[config.mk]
export PLATFORM = sky130hd
export DESIGN_NAME = id_ex_stage
export DESIGN_NICKNAME = d
export VERILOG_FILES = /design/src/rtl/id_ex_stage.sv
export SDC_FILE = /design/constraint.sdc
export NUM_CORES = 1
export LEC_CHECK = 0
export ABC_AREA = 1
export CAP_MARGIN = 20
export CORE_MARGIN = 8
export CORE_UTILIZATION = 33
export DETAILED_ROUTE_END_ITERATION = 10
export PLACE_DENSITY = 0.83
export SYNTH_ARGS = -nofsm -noshare
export SYNTH_HDL_FRONTEND = slang
export SYNTH_SLANG_ARGS = --single-unit
export TNS_END_PERCENT = 30
[constraint.sdc]
create_clock -name clk_i -period 1.3 [get_ports clk_i]
set_input_delay 0.325 -clock clk_i [delete_from_list [all_inputs] [get_ports clk_i]]
set_output_delay 0.325 -clock clk_i [all_outputs]
set_load 0.03 [all_outputs]
[src/rtl/id_ex_stage.sv]
// ID/EX pipeline register with load-use hazard detection for the 5-stage MIPS datapath.
// Captures the decoder control word, operand data and register fields every cycle. A bubble
// is inserted on a load-use hazard (stall_o) or a downstream flush (flush_i).
// Optional feature: define ID_EX_PERF_EN to build a saturating 16-bit bubble counter on
// bubble_cnt_o. When it is not defined, bubble_cnt_o is tied to zero and no counter flops exist.
module id_ex_stage #(
    parameter int unsigned DATA_W      = 32,
    parameter logic [14:0] BUBBLE_CTRL = 15'h0040
) (
    input  logic              clk_i,
    input  logic              rst_i,
    input  logic [14:0]       ctrl_i,
    input  logic [31:0]       instr_i,
    input  logic              id_valid_i,
    input  logic [DATA_W-1:0] pc_plus4_i,
    input  logic [DATA_W-1:0] rs_data_i,
    input  logic [DATA_W-1:0] rt_data_i,
    input  logic [DATA_W-1:0] imm_i,
    input  logic              flush_i,
    output logic [14:0]       ctrl_o,
    output logic              valid_o,
    output logic [DATA_W-1:0] pc_plus4_o,
    output logic [DATA_W-1:0] rs_data_o,
    output logic [DATA_W-1:0] rt_data_o,
    output logic [DATA_W-1:0] imm_o,
    output logic [4:0]        rs_o,
    output logic [4:0]        rt_o,
    output logic [4:0]        rd_o,
    output logic [4:0]        shamt_o,
    output logic [5:0]        funct_o,
    output logic              stall_o,
    output logic [15:0]       bubble_cnt_o
);

    // Pipeline register state
    logic [14:0]       ctrl_q,  ctrl_d;
    logic              valid_q, valid_d;
    logic [DATA_W-1:0] pc_q,    pc_d;
    logic [DATA_W-1:0] rsd_q,   rsd_d;
    logic [DATA_W-1:0] rtd_q,   rtd_d;
    logic [DATA_W-1:0] imm_q,   imm_d;
    logic [4:0]        rs_q,    rs_d;
    logic [4:0]        rt_q,    rt_d;
    logic [4:0]        rd_q,    rd_d;
    logic [4:0]        shamt_q, shamt_d;
    logic [5:0]        funct_q, funct_d;

    logic uses_rt;
    logic hz;
    logic stall;
    logic bubble;

    // Opcode bits are decoded upstream; they are not needed here.
    logic unused_opcode;
    assign unused_opcode = ^instr_i[31:26];

    // Load-use hazard: a load in ID/EX whose destination (rt) is read by the ID instruction
    always_comb begin
        uses_rt = !(ctrl_i[10] && !ctrl_i[4]);
        hz      = valid_q && ctrl_q[5] && id_valid_i && (rt_q != 5'd0) &&
                  ((rt_q == instr_i[25:21]) || ((rt_q == instr_i[20:16]) && uses_rt));
        stall   = hz && !flush_i;
        bubble  = flush_i || stall;
    end

    // Next-state: data always loads; control/valid become a bubble on flush or stall
    always_comb begin
        ctrl_d  = BUBBLE_CTRL;
        valid_d = 1'b0;
        pc_d    = pc_plus4_i;
        rsd_d   = rs_data_i;
        rtd_d   = rt_data_i;
        imm_d   = imm_i;
        rs_d    = instr_i[25:21];
        rt_d    = instr_i[20:16];
        rd_d    = instr_i[15:11];
        shamt_d = instr_i[10:6];
        funct_d = instr_i[5:0];
        if (!bubble) begin
            valid_d = id_valid_i;
            if (id_valid_i) begin
                ctrl_d = ctrl_i;
            end
        end
    end

    // Pipeline register with synchronous reset
    always_ff @(posedge clk_i) begin
        if (rst_i) begin
            ctrl_q  <= BUBBLE_CTRL;
            valid_q <= 1'b0;
            pc_q    <= '0;
            rsd_q   <= '0;
            rtd_q   <= '0;
            imm_q   <= '0;
            rs_q    <= '0;
            rt_q    <= '0;
            rd_q    <= '0;
            shamt_q <= '0;
            funct_q <= '0;
        end else begin
            ctrl_q  <= ctrl_d;
            valid_q <= valid_d;
            pc_q    <= pc_d;
            rsd_q   <= rsd_d;
            rtd_q   <= rtd_d;
            imm_q   <= imm_d;
            rs_q    <= rs_d;
            rt_q    <= rt_d;
            rd_q    <= rd_d;
            shamt_q <= shamt_d;
            funct_q <= funct_d;
        end
    end

`ifdef ID_EX_PERF_EN
    logic [15:0] cnt_q, cnt_d;

    // Saturating count of edges that load a bubble
    always_comb begin
        cnt_d = cnt_q;
        if (bubble && (cnt_q != '1)) begin
            cnt_d = cnt_q + 16'd1;
        end
    end

    // Bubble counter register
    always_ff @(posedge clk_i) begin
        if (rst_i) begin
            cnt_q <= '0;
        end else begin
            cnt_q <= cnt_d;
        end
    end

    assign bubble_cnt_o = cnt_q;
`else
    assign bubble_cnt_o = '0;
`endif

    assign ctrl_o     = ctrl_q;
    assign valid_o    = valid_q;
    assign pc_plus4_o = pc_q;
    assign rs_data_o  = rsd_q;
    assign rt_data_o  = rtd_q;
    assign imm_o      = imm_q;
    assign rs_o       = rs_q;
    assign rt_o       = rt_q;
    assign rd_o       = rd_q;
    assign shamt_o    = shamt_q;
    assign funct_o    = funct_q;
    assign stall_o    = stall;

endmodule
After elaboration in Yosys (flattened, before gate mapping)
Index checks and enable logic that the tools add are counted.
Widths: inputs -> output; s select.

word-level totals
  register bits = 170
  latch bits = 0
  RAM bits = 0
  bits in read-only memories = 0
  input bits = 179
  output and inout port bits = 187
  logic and storage cells = 29
  memories = 0

cells by class
  add/sub/neg operators = 0
  multiply operators = 0
  divide/modulo/power cells = 0
  order comparisons = 0
  equality and inequality tests = 2
  shift-type cells = 0
  mux-type cells = 0
  bitwise operators = 1
  reductions and logical operators = 15

operators with widths
  kind               count
  $eq 5x5->1         2
  $logic_and 1x1->1  7
  $reduce_bool 5->1  1
  $logic_not 1->1    3
  $reduce_or 3->1    1
  $logic_or 1x1->1   2
  $reduce_or 2->1    1
  $not 1->1          1

Longest topological paths before layout
  word-level depth = 9
  mapped depth = 10
  depth with buffers taken out = 9

Least setup slack after synthesis
No wires, ideal clock.

  kind = register to output
  from = reg rt_q[2] (netlist: rt_o[2])
  to = out stall_o
  arrival time = 1.440 ns
  data required time = 0.975 ns
  slack = -0.465 ns
  stages on the path, launching flop included = 9
  buffers on the path = 0
  path through = dfxtp_1 -> inv_1 -> nand2_1 -> nand2_1 -> nor2_1 -> nand3_1 -> nand2_1 -> nand2_2 -> nor2_1

on the way
  cells in the longest elaborated chain, start to end = 5
  elaborated cells between the ends (all ways) = 8
  classes of those cells = eq/ne (2); reduce/logical (6)

ends and longest elaborated chain
  item                      line  text
  start: declaration        43    logic [4:0] rt_q, rt_d;
  start signal: assignment  109   rt_q <= rt_d;
  $eq 5x5->1                61    ((rt_q == instr_i[25:21]) || ((rt_q == instr_i[20:16]) && uses_rt));
  $logic_and 1x1->1         61
  $logic_or 1x1->1          61
  $logic_and 1x1->1 (*)     60    hz = valid_q && ctrl_q[5] && id_valid_i && (rt_q != 5'd0) &&
  $logic_and 1x1->1 (*)     62    stall = hz && !flush_i;
  end: declaration          31    output logic stall_o,

Mark *: on every way between the ends. The rest lies on a longest branch, timed or not.

Worst setup path after layout
  from = in instr_i[20]
  to = out stall_o

on the way
  cells in the longest elaborated chain, start to end = 5

ends and longest elaborated chain
  item                line  text
  start: declaration  13    input logic [31:0] instr_i,
  $eq 5x5->1          61
  $logic_and 1x1->1   61
  $logic_or 1x1->1    61
  $logic_and 1x1->1   60
  $logic_and 1x1->1   62

Every way passes these cells.

==> flow_metrics.env <==
export IMPL_status="complete, but fails checks"
export IMPL_violations="setup timing"
export IMPL_die_area_um2=19800
export IMPL_comb_power_share=0.167
export IMPL_grt_usage=0.167
export IMPL_cp_max_fo=3
export IMPL_startpoint_type="primary input"
export IMPL_min_period_ps=1920
export IMPL_path_cells="clkdlybuf4s50_1, nand2_1, nand2_1, nor2_1, nand3_1, nand2_2, nand2_4, nor2_4, buf_6"
export IMPL_nNetsFinal=1128
export IMPL_cp_required_ps=980
export IMPL_clock_sinks=170
export IMPL_grt_pass1_vias=4657
export IMPL_die_h_um=141
export IMPL_reg2reg_from="rt_o[4]"
export IMPL_syn_inst=593
export IMPL_clock_fmax_mhz=520
export IMPL_worstRegToRegCells=10
export IMPL_swShare=0.262
export IMPL_place_congestion=0.919
export IMPL_cp_arrival_ps=1600
export IMPL_critical_path_class="in -> out"
export IMPL_slowest_stage="clkdlybuf4s50_1"
export IMPL_antenna_cells=0
export IMPL_power_per_cell_area_nw_per_um2=1340
export IMPL_initial_core_util=0.337
export IMPL_power_switching_mw=3.30
export IMPL_slew_viol_final=0
export IMPL_core_area_um2=15200
export IMPL_pre_cts_slack_ps=-655
export IMPL_route_detailed_drc=0
export IMPL_hold_depth=3
export IMPL_dpl_cell_count=1117
export IMPL_avgSynthCellArea_um2=8.65
export IMPL_grt_antenna_before_repair=0
export IMPL_cp_top_family="simple AND/OR/NAND/NOR gates"
export IMPL_cts_tree="built"
export IMPL_ir_drop_v=0.000803
export IMPL_overflow=0
export IMPL_met3_usage=0.0756
export IMPL_setup_viol_count_final=17
export IMPL_ys_warn_count=0
export IMPL_fp_dieW_um=141
export IMPL_regArea_um2=3420
export IMPL_critical_path_max_stage_delay_ps=460
export IMPL_wire_per_inst_um=15.0
export IMPL_final_hold_violation_count=0
export IMPL_min_to="rs_o[3]"
export IMPL_finClkSkew_ps=7.83
export IMPL_reg2reg_slack_ps=-50
export IMPL_grt_max_degree=85
export IMPL_synth_area_um2=5130
export IMPL_cts_inserted_buffers=17
export IMPL_ys_seq_area_frac=0.663
export IMPL_use_met1=0.162
export IMPL_hold_path_class="in -> reg"
export IMPL_setup_ws_ps=-624
export IMPL_vias=4593
export IMPL_wirelength_um=17200
export IMPL_synth_seq_cells=170
export IMPL_use_met2=0.307
export IMPL_drtIter0Drc=98
export IMPL_fin_area_um2=9370
export IMPL_clock_latency_ps=410
export IMPL_cts_max_level=4
export IMPL_area_growth_syn_to_layout_pct=82.7
export IMPL_nFillCells=1263
export IMPL_hold_start="instr_i[24]"
export IMPL_grt_setup_unrepaired="true"
export IMPL_multi_input_comb_area_um2=988
export IMPL_fin_cells=1150
export IMPL_synth_distinct_cells=19
export IMPL_clk_pin_slew_ps=70
export IMPL_crit_path_end_kind="output pin"
export IMPL_globalRoute_busiestLayer="met2"
export IMPL_cts_buffer_depth=2
export IMPL_postPlaceCellArea_um2=8680
export IMPL_final_cell_mix="inv_1, clkdlybuf4s50_1, dfxtp_1"
export IMPL_cts_root_buf="clkbuf_16"
export IMPL_clockPowerShare=0.389
export IMPL_p_seq_frac=0.443
export IMPL_viasPerCell=3.99
export IMPL_ioPinCount=366
export IMPL_grt_pass1_wl_um=25400
export IMPL_power_internal_mw=9.28
export IMPL_num_rows=45
export IMPL_timing_final_crit_share=1.48
export IMPL_hpwlAfterDp_um=13800
export IMPL_crit_top_cell="nand2_1"
export IMPL_final_antenna_net_count=0
export IMPL_drive_gt1_frac=0.259
export IMPL_path_buf_inv=2
export IMPL_r2r_end="ctrl_o[0]"
export IMPL_drv_cap=0
export IMPL_p_leak_nw=4.88
export IMPL_dr_pass1_iters=4
export IMPL_port_buffers=343
[routing by layer]
| metal | vias up | part of all wire |
|---|---|---|
| met5 | - | 0 |
| met4 | 0 | 0.021 |
| met3 | 28 | 0.10 |
| met2 | 258 | 0.52 |
| met1 | 2006 | 0.36 |
| li1 | 2301 | - |
[cells by family (layout without fill, tap and decap cells)]
group / count (synthesis) / after routing / synth area share
flip-flops: 170 / 170 / 0.663
AND/OR/NAND/NOR: 212 / 213 / 0.164
other: 1 / 16 / 0.000731
XOR/XNOR: 1 / 1 / 0.00171
buffers and inverters: 209 / 562 / 0.170
[sequential cells by signal, summed over array words and instances (netlist names), 6 cells and up]
signal      flops
funct_o         6
imm_o          32
rs_data_o      32
pc_plus4_o     32
rt_data_o      32
ctrl_o         15
[cell usage after synthesis (all sizes together)]
cell / instances / area (um2)
nor2: 176 / 683
nand2: 30 / 123
xnor2: 1 / 8.76
inv: 175 / 657
clkbuf: 8 / 30.0
buf: 26 / 184
conb: 1 / 3.75
nor3b: 1 / 7.51
nand4: 2 / 12.5
nand3: 2 / 10.0
nand3b: 1 / 7.51
dfxtp: 170 / 3400
[tightest hold or removal path: cells and delay by family]
family                 cells  cell delay (ps)
buffers and inverters      2              240
AND/OR/NAND/NOR            1               40
[area by class of cell]
type	instances	area share
well taps	188	0.0251
inverters	175	0.0704
clock inverters	13	0.0142
repair buffers	355	0.371
clock buffers	19	0.0483
multi-input cells	230	0.105
flip-flops and latches	170	0.365
[how the worst max path moves through the flow]
stage	start	to	slack (ps)	depth (start not counted)
3_3_place_gp	instr_i[23]	stall_o	-630	10
3_5_place_dp	instr_i[18]	stall_o	-660	10
2_1_floorplan	rt_o[1]	stall_o	-90	8
4_1_cts	rt_o[2]	stall_o	-590	9
5_1_grt	rt_o[2]	stall_o	-670	8
6_report	instr_i[20]	stall_o	-620	9
[stage by stage]
stage	power (mW)	TNS (ps)	utilization	hold slack, ps
3_5_place_dp	7.79	-9780	0.571	750
6_report	12.6	-1310	0.616	233
5_1_grt	13.1	-1830	0.616	233
4_1_cts	12.7	-2460	0.613	352
2_1_floorplan	6.62	-88.9	-	422
3_3_place_gp	7.75	-9130	0.571	746
[power by group through the flow]
stage                     logic (mW)  registers, mW  clock network (mW)
after floorplan                0.408           6.21                   0
after global placement          2.07           5.68                   0
after detailed placement        2.10           5.69                   0
after CTS                       2.11           5.58                5.03
after global routing            2.23           5.60                5.26
final                           2.11           5.58                4.90
[timing repair]
action | in CTS | in global routing
gates resized for setup | 10 | 19
gates cloned | 1 | 0
pin swaps | 8 | 4
setup buffers | 2 | 1
setup endpoints to repair | 17 | 22
hold buffers | 0 | 0
Power figures use the tool's default switching activity.
==> edit (same flow settings) <==
Build with the macro `ID_EX_PERF_EN` defined.
--- a/src/rtl/id_ex_stage.sv
+++ b/src/rtl/id_ex_stage.sv
@@ -5,2 +5,4 @@
 // bubble_cnt_o. When it is not defined, bubble_cnt_o is tied to zero and no counter flops exist.
+`define ID_EX_PERF_EN
+
 module id_ex_stage #(
Behaviour: not the same (Yosys sat finds a counterexample within 4 cycles, from zero or initial values and one cycle with rst_i high).
==> edit against the unedited design <==
- the run still ends with setup timing left
- sequential cell count up 16
- routed wire length rose by 17%
- first-iteration DRC count increased by 61%
- global-route usage increased by 0.34 points
- area after synthesis increased by 15%
- power rose by 3.9%
- worst setup slack gained 0.095 ns
- design area up 13%
- critical endpoint unchanged
- largest cell class is now flip-flops and latches
==> edit: results (changes against the unedited design) <==
| Metric | Value |
|---|---|
| Outcome | complete, but fails checks |
| Failing checks | setup timing |
| Slack of the critical path | -0.529 ns (+0.0950 ns) |
| Initial antenna violation count | 1 (+1) |
| Crit-path max cell delay | 0.38 ns (-0.08 ns) |
| Critical Path Source | rt_o[4]$_SDFF_PP0_ |
| R2r startpoint | bubble_cnt_o[1]$_SDFFE_PP0P_ |
| Max VDD drop | 0.849 mV (+5.7%) |
| LEAKAGE | 5.55 nW (+14%) |
| Crit Path Max Fanout | 5 (+2) |
| Routed met2 length | 10.7 mm (+20%) |
| Worst EP arrival | 1.50 ns (-0.10 ns) |
| Reg2Reg Capture Point | bubble_cnt_o[5]$_SDFFE_PP0P_ |
| Avg WL per Cell | 14.7 um (-1.7%) |
| Slowest stage cell, crit path | dfxtp_4 |
| Met3 Resource Use GR | 0.0765 (+0.000880) |
| Hold path depth | 2 (-1) |
| Clk_skew | 0.0107 ns (+0.00287 ns) |
| Ranking of synthesized cells by area | dfxtp_1, nor2_1, inv_1 |
| Setup TNS | -7.66 ns (-6.34 ns) |
| Reg2reg path depth | 9 (-1) |
| Placer Congestion | 0.827 (-10%) |
| Final setup viols | 47 (+30) |
| Global-route wire length before repair | 29.6 mm (+16%) |
| # port buffers | 359 (+4.7%) |
| Met1 WL | 7.06 mm (+14%) |
| Hold Crit Start | rst_i |
| Top cells by count, synth | nor2_1, inv_1, dfxtp_1 |
==> edit: timing repair <==
item / CTS / global route
endpoints found under the hold margin: 0 / 0
gates resized for setup: 67 / 33
pin swaps: 16 / 15
cloned: 2 / 0
buffers inserted: 2 / 3
setup endpoints to repair: 54 / 55
==> edit: how the worst min path moves through the flow <==
stage | endpoint
global placement | bubble_cnt_o[1]$_SDFFE_PP0P_
CTS | pc_plus4_o[26]$_SDFF_PP0_
detailed placement | bubble_cnt_o[1]$_SDFFE_PP0P_
finish | pc_plus4_o[26]$_SDFF_PP0_
floorplan | ctrl_o[6]$_SDFF_PP1_
global route | pc_plus4_o[26]$_SDFF_PP0_
==> edit: stage by stage <==
step           total power, mW  area (sq um)  setup WS [ns]  utilization  cells
6_report                  13.1         10600         -0.529        0.594   1370
5_1_grt                   13.6         10600         -0.619        0.594   1370
4_1_cts                   13.2         10400         -0.529        0.587   1367
3_5_place_dp              8.23          9670         -0.689        0.544   1331
3_3_place_gp              8.20          9670         -0.649        0.544   1331
2_1_floorplan             7.09          6000         -0.155            -    723
==> edit: cell type report <==
cell class                 instances  area share
clock buffer                      18      0.0406
clock inverter                    14      0.0124
inverter                         196      0.0701
multi-input combinational        318       0.138
sequential                       186       0.358
tap                              229      0.0271
timing repair buffer             409       0.354
==> edit: power by group <==
| part | switching (mW) | internal, mW |
|---|---|---|
| registers | 0.0960 | 5.96 |
| clock network | 2.38 | 2.54 |
| logic | 1.09 | 1.01 |
==> edit: cells by family after synthesis <==
logic type | after synthesis | synth area share
compound gates | 15 | 0.0127
xor+xnor | 1 | 0.00148
buf+inv | 219 | 0.145
flops | 186 | 0.630
simple gates | 301 | 0.209
fa+ha+maj | 1 | 0.00212
